`config.mk`:
```
export PLATFORM = sky130hd
export DESIGN_NAME = alu_requester
export DESIGN_NICKNAME = d
export VERILOG_FILES = /design/src/rtl/tinyalu_pkg.sv /design/src/rtl/alu_wait_timer.sv /design/src/rtl/alu_requester.sv
export SDC_FILE = /design/constraint.sdc
export NUM_CORES = 1
export LEC_CHECK = 0
export ABC_AREA = 1
export BUFFER_PORTS_ARGS = -buffer_cell sky130_fd_sc_hd__buf_2
export CAP_MARGIN = 40
export CORE_MARGIN = 10
export CORE_UTILIZATION = 48
export CTS_CLUSTER_SIZE = 8
export DETAILED_ROUTE_END_ITERATION = 6
export PLACE_DENSITY = 0.75
export SLEW_MARGIN = 20
export SYNTH_ARGS = -nofsm -noshare
export SYNTH_HDL_FRONTEND = slang
export SYNTH_SLANG_ARGS = --single-unit
```
`constraint.sdc`:
```
create_clock -name clk -period 1.55 [get_ports clk]
set_input_delay 0.31 -clock clk [delete_from_list [all_inputs] [get_ports clk]]
set_output_delay 0.31 -clock clk [all_outputs]
set_load 0.02 [all_outputs]
```
`src/rtl/tinyalu_pkg.sv`:
```
// Shared types and widths for the TinyALU requester slice.
package tinyalu_pkg;

  localparam int unsigned DATA_W = 8;
  localparam int unsigned RES_W  = 16;

  typedef enum logic [2:0] {
    NO_OP  = 3'b000,
    ADD_OP = 3'b001,
    AND_OP = 3'b010,
    XOR_OP = 3'b011,
    MUL_OP = 3'b100
  } operation_t;

  typedef enum logic [1:0] {
    ST_IDLE,
    ST_ISSUE,
    ST_RESP
  } state_t;

  // Opcodes this requester forwards to the ALU; everything else is answered locally.
  function automatic logic is_alu_op(input logic [2:0] code);
    return (code == ADD_OP) || (code == AND_OP) || (code == XOR_OP);
  endfunction

endpackage

```
`src/rtl/alu_wait_timer.sv`:
```
// Counts cycles start has been held; flags when the count reaches TIMEOUT_CYCLES.
module alu_wait_timer #(
  parameter int unsigned TIMEOUT_CYCLES = 16
) (
  input  logic clk,
  input  logic reset_n,
  input  logic clear,
  input  logic enable,
  output logic expired
);

  localparam int unsigned CNT_W = $clog2(TIMEOUT_CYCLES + 1);

  logic [CNT_W-1:0] count;

  // Clear loads 1: the cycle in which start rises is already the first held cycle.
  always_ff @(posedge clk or negedge reset_n) begin
    if (!reset_n) begin
      count <= '0;
    end else if (clear) begin
      count <= CNT_W'(1);
    end else if (enable && !expired) begin
      count <= count + CNT_W'(1);
    end
  end

  always_comb begin
    expired = (count == CNT_W'(TIMEOUT_CYCLES));
  end

endmodule

```
`src/rtl/alu_requester.sv`:
```
// Initiator for the TinyALU start/done handshake with valid/ready command and response ports.
module alu_requester
  import tinyalu_pkg::*;
#(
  parameter int unsigned TIMEOUT_CYCLES = 16
) (
  input  logic              clk,
  input  logic              reset_n,
  input  logic              cmd_valid,
  output logic              cmd_ready,
  input  logic [2:0]        cmd_op,
  input  logic [DATA_W-1:0] cmd_a,
  input  logic [DATA_W-1:0] cmd_b,
  output logic [DATA_W-1:0] A,
  output logic [DATA_W-1:0] B,
  output logic [2:0]        op,
  output logic              start,
  input  logic              done_aax,
  input  logic [RES_W-1:0]  result_aax,
  output logic              rsp_valid,
  input  logic              rsp_ready,
  output logic [RES_W-1:0]  rsp_result,
  output logic              rsp_err
);

  state_t            state, state_nxt;
  logic [DATA_W-1:0] a_nxt, b_nxt;
  logic [2:0]        op_nxt;
  logic              start_nxt;
  logic              cmd_ready_nxt;
  logic              rsp_valid_nxt;
  logic [RES_W-1:0]  rsp_result_nxt;
  logic              rsp_err_nxt;
  logic              timer_clear;
  logic              timer_expired;

  alu_wait_timer #(
    .TIMEOUT_CYCLES(TIMEOUT_CYCLES)
  ) u_timer (
    .clk    (clk),
    .reset_n(reset_n),
    .clear  (timer_clear),
    .enable (state == ST_ISSUE),
    .expired(timer_expired)
  );

  always_ff @(posedge clk or negedge reset_n) begin
    if (!reset_n) begin
      state      <= ST_IDLE;
      A          <= '0;
      B          <= '0;
      op         <= '0;
      start      <= 1'b0;
      cmd_ready  <= 1'b0;
      rsp_valid  <= 1'b0;
      rsp_result <= '0;
      rsp_err    <= 1'b0;
    end else begin
      state      <= state_nxt;
      A          <= a_nxt;
      B          <= b_nxt;
      op         <= op_nxt;
      start      <= start_nxt;
      cmd_ready  <= cmd_ready_nxt;
      rsp_valid  <= rsp_valid_nxt;
      rsp_result <= rsp_result_nxt;
      rsp_err    <= rsp_err_nxt;
    end
  end

  always_comb begin
    state_nxt      = state;
    a_nxt          = A;
    b_nxt          = B;
    op_nxt         = op;
    start_nxt      = start;
    rsp_result_nxt = rsp_result;
    rsp_err_nxt    = rsp_err;
    timer_clear    = 1'b0;

    unique case (state)
      ST_IDLE: begin
        if (cmd_valid && cmd_ready) begin
          if (is_alu_op(cmd_op)) begin
            a_nxt       = cmd_a;
            b_nxt       = cmd_b;
            op_nxt      = cmd_op;
            start_nxt   = 1'b1;
            timer_clear = 1'b1;
            state_nxt   = ST_ISSUE;
          end else begin
            rsp_result_nxt = '0;
            rsp_err_nxt    = (cmd_op != NO_OP);
            state_nxt      = ST_RESP;
          end
        end
      end
      ST_ISSUE: begin
        // done_aax is checked first so a completion in the timeout cycle still succeeds.
        if (done_aax) begin
          rsp_result_nxt = result_aax;
          rsp_err_nxt    = 1'b0;
          start_nxt      = 1'b0;
          state_nxt      = ST_RESP;
        end else if (timer_expired) begin
          rsp_result_nxt = '0;
          rsp_err_nxt    = 1'b1;
          start_nxt      = 1'b0;
          state_nxt      = ST_RESP;
        end
      end
      ST_RESP: begin
        if (rsp_ready) begin
          state_nxt = ST_IDLE;
        end
      end
      default: begin
        state_nxt = ST_IDLE;
        start_nxt = 1'b0;
      end
    endcase

    cmd_ready_nxt = (state_nxt == ST_IDLE);
    rsp_valid_nxt = (state_nxt == ST_RESP);
  end

endmodule

```
## After elaboration in Yosys (flattened, before gate mapping)

Index checks and enable logic that the tools add are counted.

- Bits in registers: 46
- Bits of input ports: 40
- Output and inout bits: 39
- Word-level logic and storage cells: 62

- Add/subtract/negate cells: 1
- Eq/ne operators: 11
- Multiplexer cells: 26
- Bitwise logic cells: 1
- Reductions and logical operators: 13

Operators by type and width:

| cell | count |
|---|---|
| $mux 16 | 4 |
| $pmux 16 s2 | 1 |
| $mux 1 | 11 |
| $mux 2 | 5 |
| $mux 5 | 2 |
| $reduce_and 4->1 | 2 |
| $eq 3x2->1 const B | 2 |
| $ne 2x2->1 const B | 3 |
| $pmux 2 s3 | 1 |
| $add 5x1->5 const B | 1 |
| $eq 5x5->1 const B | 1 |
| $eq 2x2->1 const B | 2 |
| $logic_not 2->1 | 2 |
| $reduce_bool 2->1 | 2 |
| $eq 3x1->1 const B | 1 |
| $ne 3x3->1 const B | 1 |
| $pmux 1 s3 | 1 |
| $reduce_and 3->1 | 1 |
| $reduce_bool 3->1 | 1 |
| $eq 2x1->1 const B | 1 |
| $logic_and 1x1->1 | 2 |
| $logic_or 1x1->1 | 2 |
| $pmux 1 s2 | 1 |
| $logic_not 1->1 | 1 |
| $not 1->1 | 1 |

## Depth between registers and ports, before layout

- Word-level depth: 7
- Depth in mapped cells: 10
- Gate-level depth less buffers: 10

## By module

A second synthesis with hierarchy kept.

- Cell total of the unflattened synthesis: 236
- Area total of the unflattened synthesis: 2018.2 um^2

Modules (own cells, without submodules):

| module | instances | cells an instance | area each (um^2) | sequential area each (um^2) |
|---|---|---|---|---|
| alu_requester | 1 | 194 | 1672.9 | 1026.0 |
| alu_wait_timer | 1 | 42 | 345.3 | 125.1 |

## Least setup slack after synthesis

No wires, ideal clock.

- Kind: register to register
- Start: register u_timer.count[0]
- End: register rsp_result[10]
- Setup time: 0.123 ns
- Arrival: 1.222 ns
- Required time: 1.427 ns
- Slack: 0.205 ns
- Stages on the path, launching flop included: 11
- Path buffers: 1
- Clock period less this slack: 1.345 ns
- Cell sequence: dfrtp_1 -> inv_1 -> ha_1 -> nand2_1 -> inv_1 -> nand2_2 -> nand2_4 -> nand2_4 -> buf_6 -> o21ai_0 -> nand2_1

- Longest elaborated chain between the ends: 3

Ends and longest elaborated chain:

| what | line | text |
|---|---|---|
| start: declaration | alu_wait_timer.sv:14 | `logic [CNT_W-1:0] count;` |
| start signal: assignment | alu_wait_timer.sv:23 | `count <= count + CNT_W'(1);` |
| $eq 5x5->1 | alu_wait_timer.sv:28 | `expired = (count == CNT_W'(TIMEOUT_CYCLES));` |
| $ne 3x3->1 (no source line) | n/a |  |
| $reduce_and 4->1 (no source line) | n/a |  |
| end signal: assignment | alu_requester.sv:66 | `rsp_result <= rsp_result_nxt;` |
| end: declaration | alu_requester.sv:22 | `output logic [RES_W-1:0] rsp_result,` |

Every way passes these cells.
A chain may end at the register's enable or synchronous reset.

## Final worst setup path

- Start: register u_timer.count[0]
- End: register rsp_result[0]

The elaborated chain is that of the path after synthesis.

==> run_results.csv <==
group,metric,value,unit
global_routing,grt_max_degree,47,
route,drc_errors,0,
yosys,synthXorXnorAreaFrac,0.432,%
timing,tightestPinTransition,0.299,ns
route,vias_per_cell,4.69,
route,first_pass_iters,4,
placed_design,post-dp-hpwl,3720,um
cts,cts_tree,"yes",
setup_path,critPathBufInv,2,
global_routing,grt_pass1_vias,1790,
route,routed_wirelength,4840,um
setup_path,slowest_delay,0.42,ns
floorplanning,dieWidth,85.0,um
floorplanning,dieArea,7230,um2
timing,slew_violations,0,
setup_path,path_max_fanout,18,
floorplanning,num_rows,23,
placed_design,dp.cells,355,
floorplanning,core,4060,um2
run,drv_cap,0,
route,wl_per_cell,13.4,um
yosys,synth-simple-area-share,28.8,%
global_routing,antenna_found_initial,0,
floorplanning,die_h,85.0,um
yosys,synth.avg_cell_area,8.82,um2
min_path,worstHoldPathType,"input pin to flop",
global_routing,grt_pass1_wl,8230,um
yosys,synth_warnings,0,
global_routing,use_met3,7.46,%
yosys,synthCells,230,
yosys,synth.top_cell.area_share,56.7,%
yosys,synth.mux.area_fraction,0,%
timing,fin_crit_sh,92.1,%
timing,hold_ws,0.209,ns
cts,cts.htree.levels,2,
cts,cts_max_path_buffers,2,
setup_path,critPathSlowestCell,"dfrtp_1",
final_layout,final_util,62.5,%
cts,clock_sinks,46,
timing,skew,0.00951,ns
cts,cts.clk_slew.worst_paths,0.08,ns
placed_design,port_buffers,78,
final_layout,final_cells,362,
final_layout,diodes,0,
route,vias,1699,
final_layout,nets,355,
floorplanning,floorplan.initialDensity,50.0,%
global_routing,grt_usage,13.8,%
route,drt_iter0_drc,82,
setup_path,crit_path_start_kind,"flop",
route,antenna_left,0,
yosys,ys_ff_latch,46,
setup_path,criticalPathCategory,"flop to flop",
yosys,synthesis.area,2030,um2
power,power.density,1860,nW/um2
yosys,yosysSeqAreaShare,56.7,%
power,ir_drop,0.00106,V
setup_path,path_cells,"inv_1 > ha_1 > nand2_1 > inv_1 > nand2_2 > nand2_4 > nand2_4 > o21ai_0 > nand2_1",
yosys,synthTopCellsByArea,"dfrtp_1 57%, nand2_1 19%, o21ai_0 4.4%",
floorplanning,ios,79,
timing,finalSetupViolations,0,
global_routing,grt_use_met1,15.8,%
cts,clkLatencyLatePin,0.30,ns
final_layout,syn_to_final_growth,25.0,%
yosys,synth_compound_area_share,5.67,%
placed_design,place_congestion,0.788,
outcome,status,"completed",
cts,cts-root-buf,"clkbuf_8",
timing,max_slew_margin,80.0,%
yosys,syn-num-nets,272,
setup_path,end_kind,"flop",
final_layout,layout-drive-gt1-share,34.0,%
yosys,synth_fa_ha_area_share,1.23,%
timing,fmax,700,MHz
global_routing,grt_use_met2,21.4,%
setup_path,arrival,1.61,ns
cts,cts_setup_buffers,0,
timing,period_needed,1.43,ns
power,leakage,1.53,nW
setup_path,cp_data_required_time,1.74,ns
yosys,yosysTopAreaCell,"dfrtp_1",
setup_path,critical-path-top-delay-family,"flip-flops",
timing,hold_violations,0,
yosys,synth_top_family_by_area,"simple AND/OR/NAND/NOR gates",
yosys,ys_types,24,
global_routing,busiest_layer,"met2",
cts,numCtsBuffers,5,
timing,rsz0062_at_grt,"true",
global_routing,overflow,0,
layer usage:
metal | up-vias | part of all wire, %
met3 | 6 | 9.9
met4 | 0 | 1.2
met5 | - | 0
li1 | 872 | -
met2 | 45 | 47
met1 | 776 | 42
power by group:
group | total [mW] | internal, mW | switching [mW] | leakage (nW)
registers | 1.94 | 1.68 | 0.268 | 0.596
logic | 2.05 | 0.661 | 1.39 | 0.892
clock network | 0.711 | 0.344 | 0.367 | 0.0431
total | 4.71 | 2.68 | 2.03 | 1.53
worst reg2reg max path: cells and delay by family (launching register included):
kind | cells | cell delay (ns)
DFF | 1 | 0.42
and+or+nand+nor | 5 | 0.41
AOI/OAI and AO/OA | 1 | 0.20
adders and majority gates | 1 | 0.14
buffers and inverters | 2 | 0.16
cells in the mapped netlist:
library cell and instances:
buf_8 1, buf_6 3, nand2_1 104, buf_12 1
dfrtp_1 46, nor2_2 2, nand3_2 3, a21oi_1 2
o21ai_1 3, o21ai_0 18, nor3_1 1, xor2_1 1
nand3_1 4, nand3b_1 1, buf_2 1, ha_1 2
nand4_1 3, inv_1 12, buf_4 1, nand2_4 3
inv_2 5, nor2_1 8, nor2_4 1, nand2_2 4
path summary, 6_finish.rpt:
kind / startpoint / endpoint / slack (ns) / depth (start not counted)
setup / recovery: u_timer.count[0] / rsp_result[0] / 0.12 / 9
setup reg to reg: u_timer.count[0] / rsp_result[0] / 0.12 / 9
max in group asynchronous: reset_n / cmd_ready / 0.83 / 3
hold / removal: result_aax[1] / rsp_result[1] / 0.21 / 3
min in group asynchronous: reset_n / B[4] / 0.52 / 3
hold reg to reg: start / start / 0.47 / 2
flip-flops by register name, summed over array words and instances (netlist names):
name,flops
rsp_err,1
u_timer.count,5
cmd_ready,1
rsp_result,16
A,8
op,3
state,2
rsp_valid,1
start,1
B,8
cells in the final DEF (no fill, tap or decap), types with 4 or more instances in the layout:
cell type  netlist  final
nand2_2          4      4
nand2_1        104    104
nor2_1           8      8
o21ai_0         18     12
clkbuf_8         0      6
dfrtp_1         46     46
o21ai_1          3      9
buf_2            1     78
inv_1           12     12
inv_2            5      5
nand3_1          4      4
kinds of logic after synthesis:
| group | Yosys count |
|---|---|
| AOI/OAI and AO/OA | 23 |
| xor gates and xnor gates | 1 |
| adders and majority gates | 2 |
| buffers and inverters | 24 |
| DFF | 46 |
| and+or+nand+nor | 134 |
area by class of cell:
class / count / area, um2
tap: 50 / 62.6
multi-input combinational: 160 / 733
timing repair buffer: 83 / 443
fill: 362 / 1520
clock buffer: 6 / 82.6
sequential: 46 / 1150
inverter: 17 / 63.8
through the flow:
stage | setup WS, ns | area, um2 | setup TNS, ns | power (mW)
6_report | 0.122 | 2540 | 0 | 4.71
3_3_place_gp | 0.200 | 2440 | 0 | 3.98
2_1_floorplan | 0.205 | 2030 | 0 | 3.34
5_1_grt | -0.0148 | 2540 | -0.0653 | 5.10
3_5_place_dp | 0.146 | 2440 | 0 | 4.03
4_1_cts | 0.136 | 2540 | 0 | 4.75
repair_timing:
item / CTS / global route
setup endpoints to repair: 0 / 10
endpoints found under the hold margin: 40 / 0
hold buffers: 1 / 0
resized for setup: 0 / 6
(Power assumes the default switching activity.)
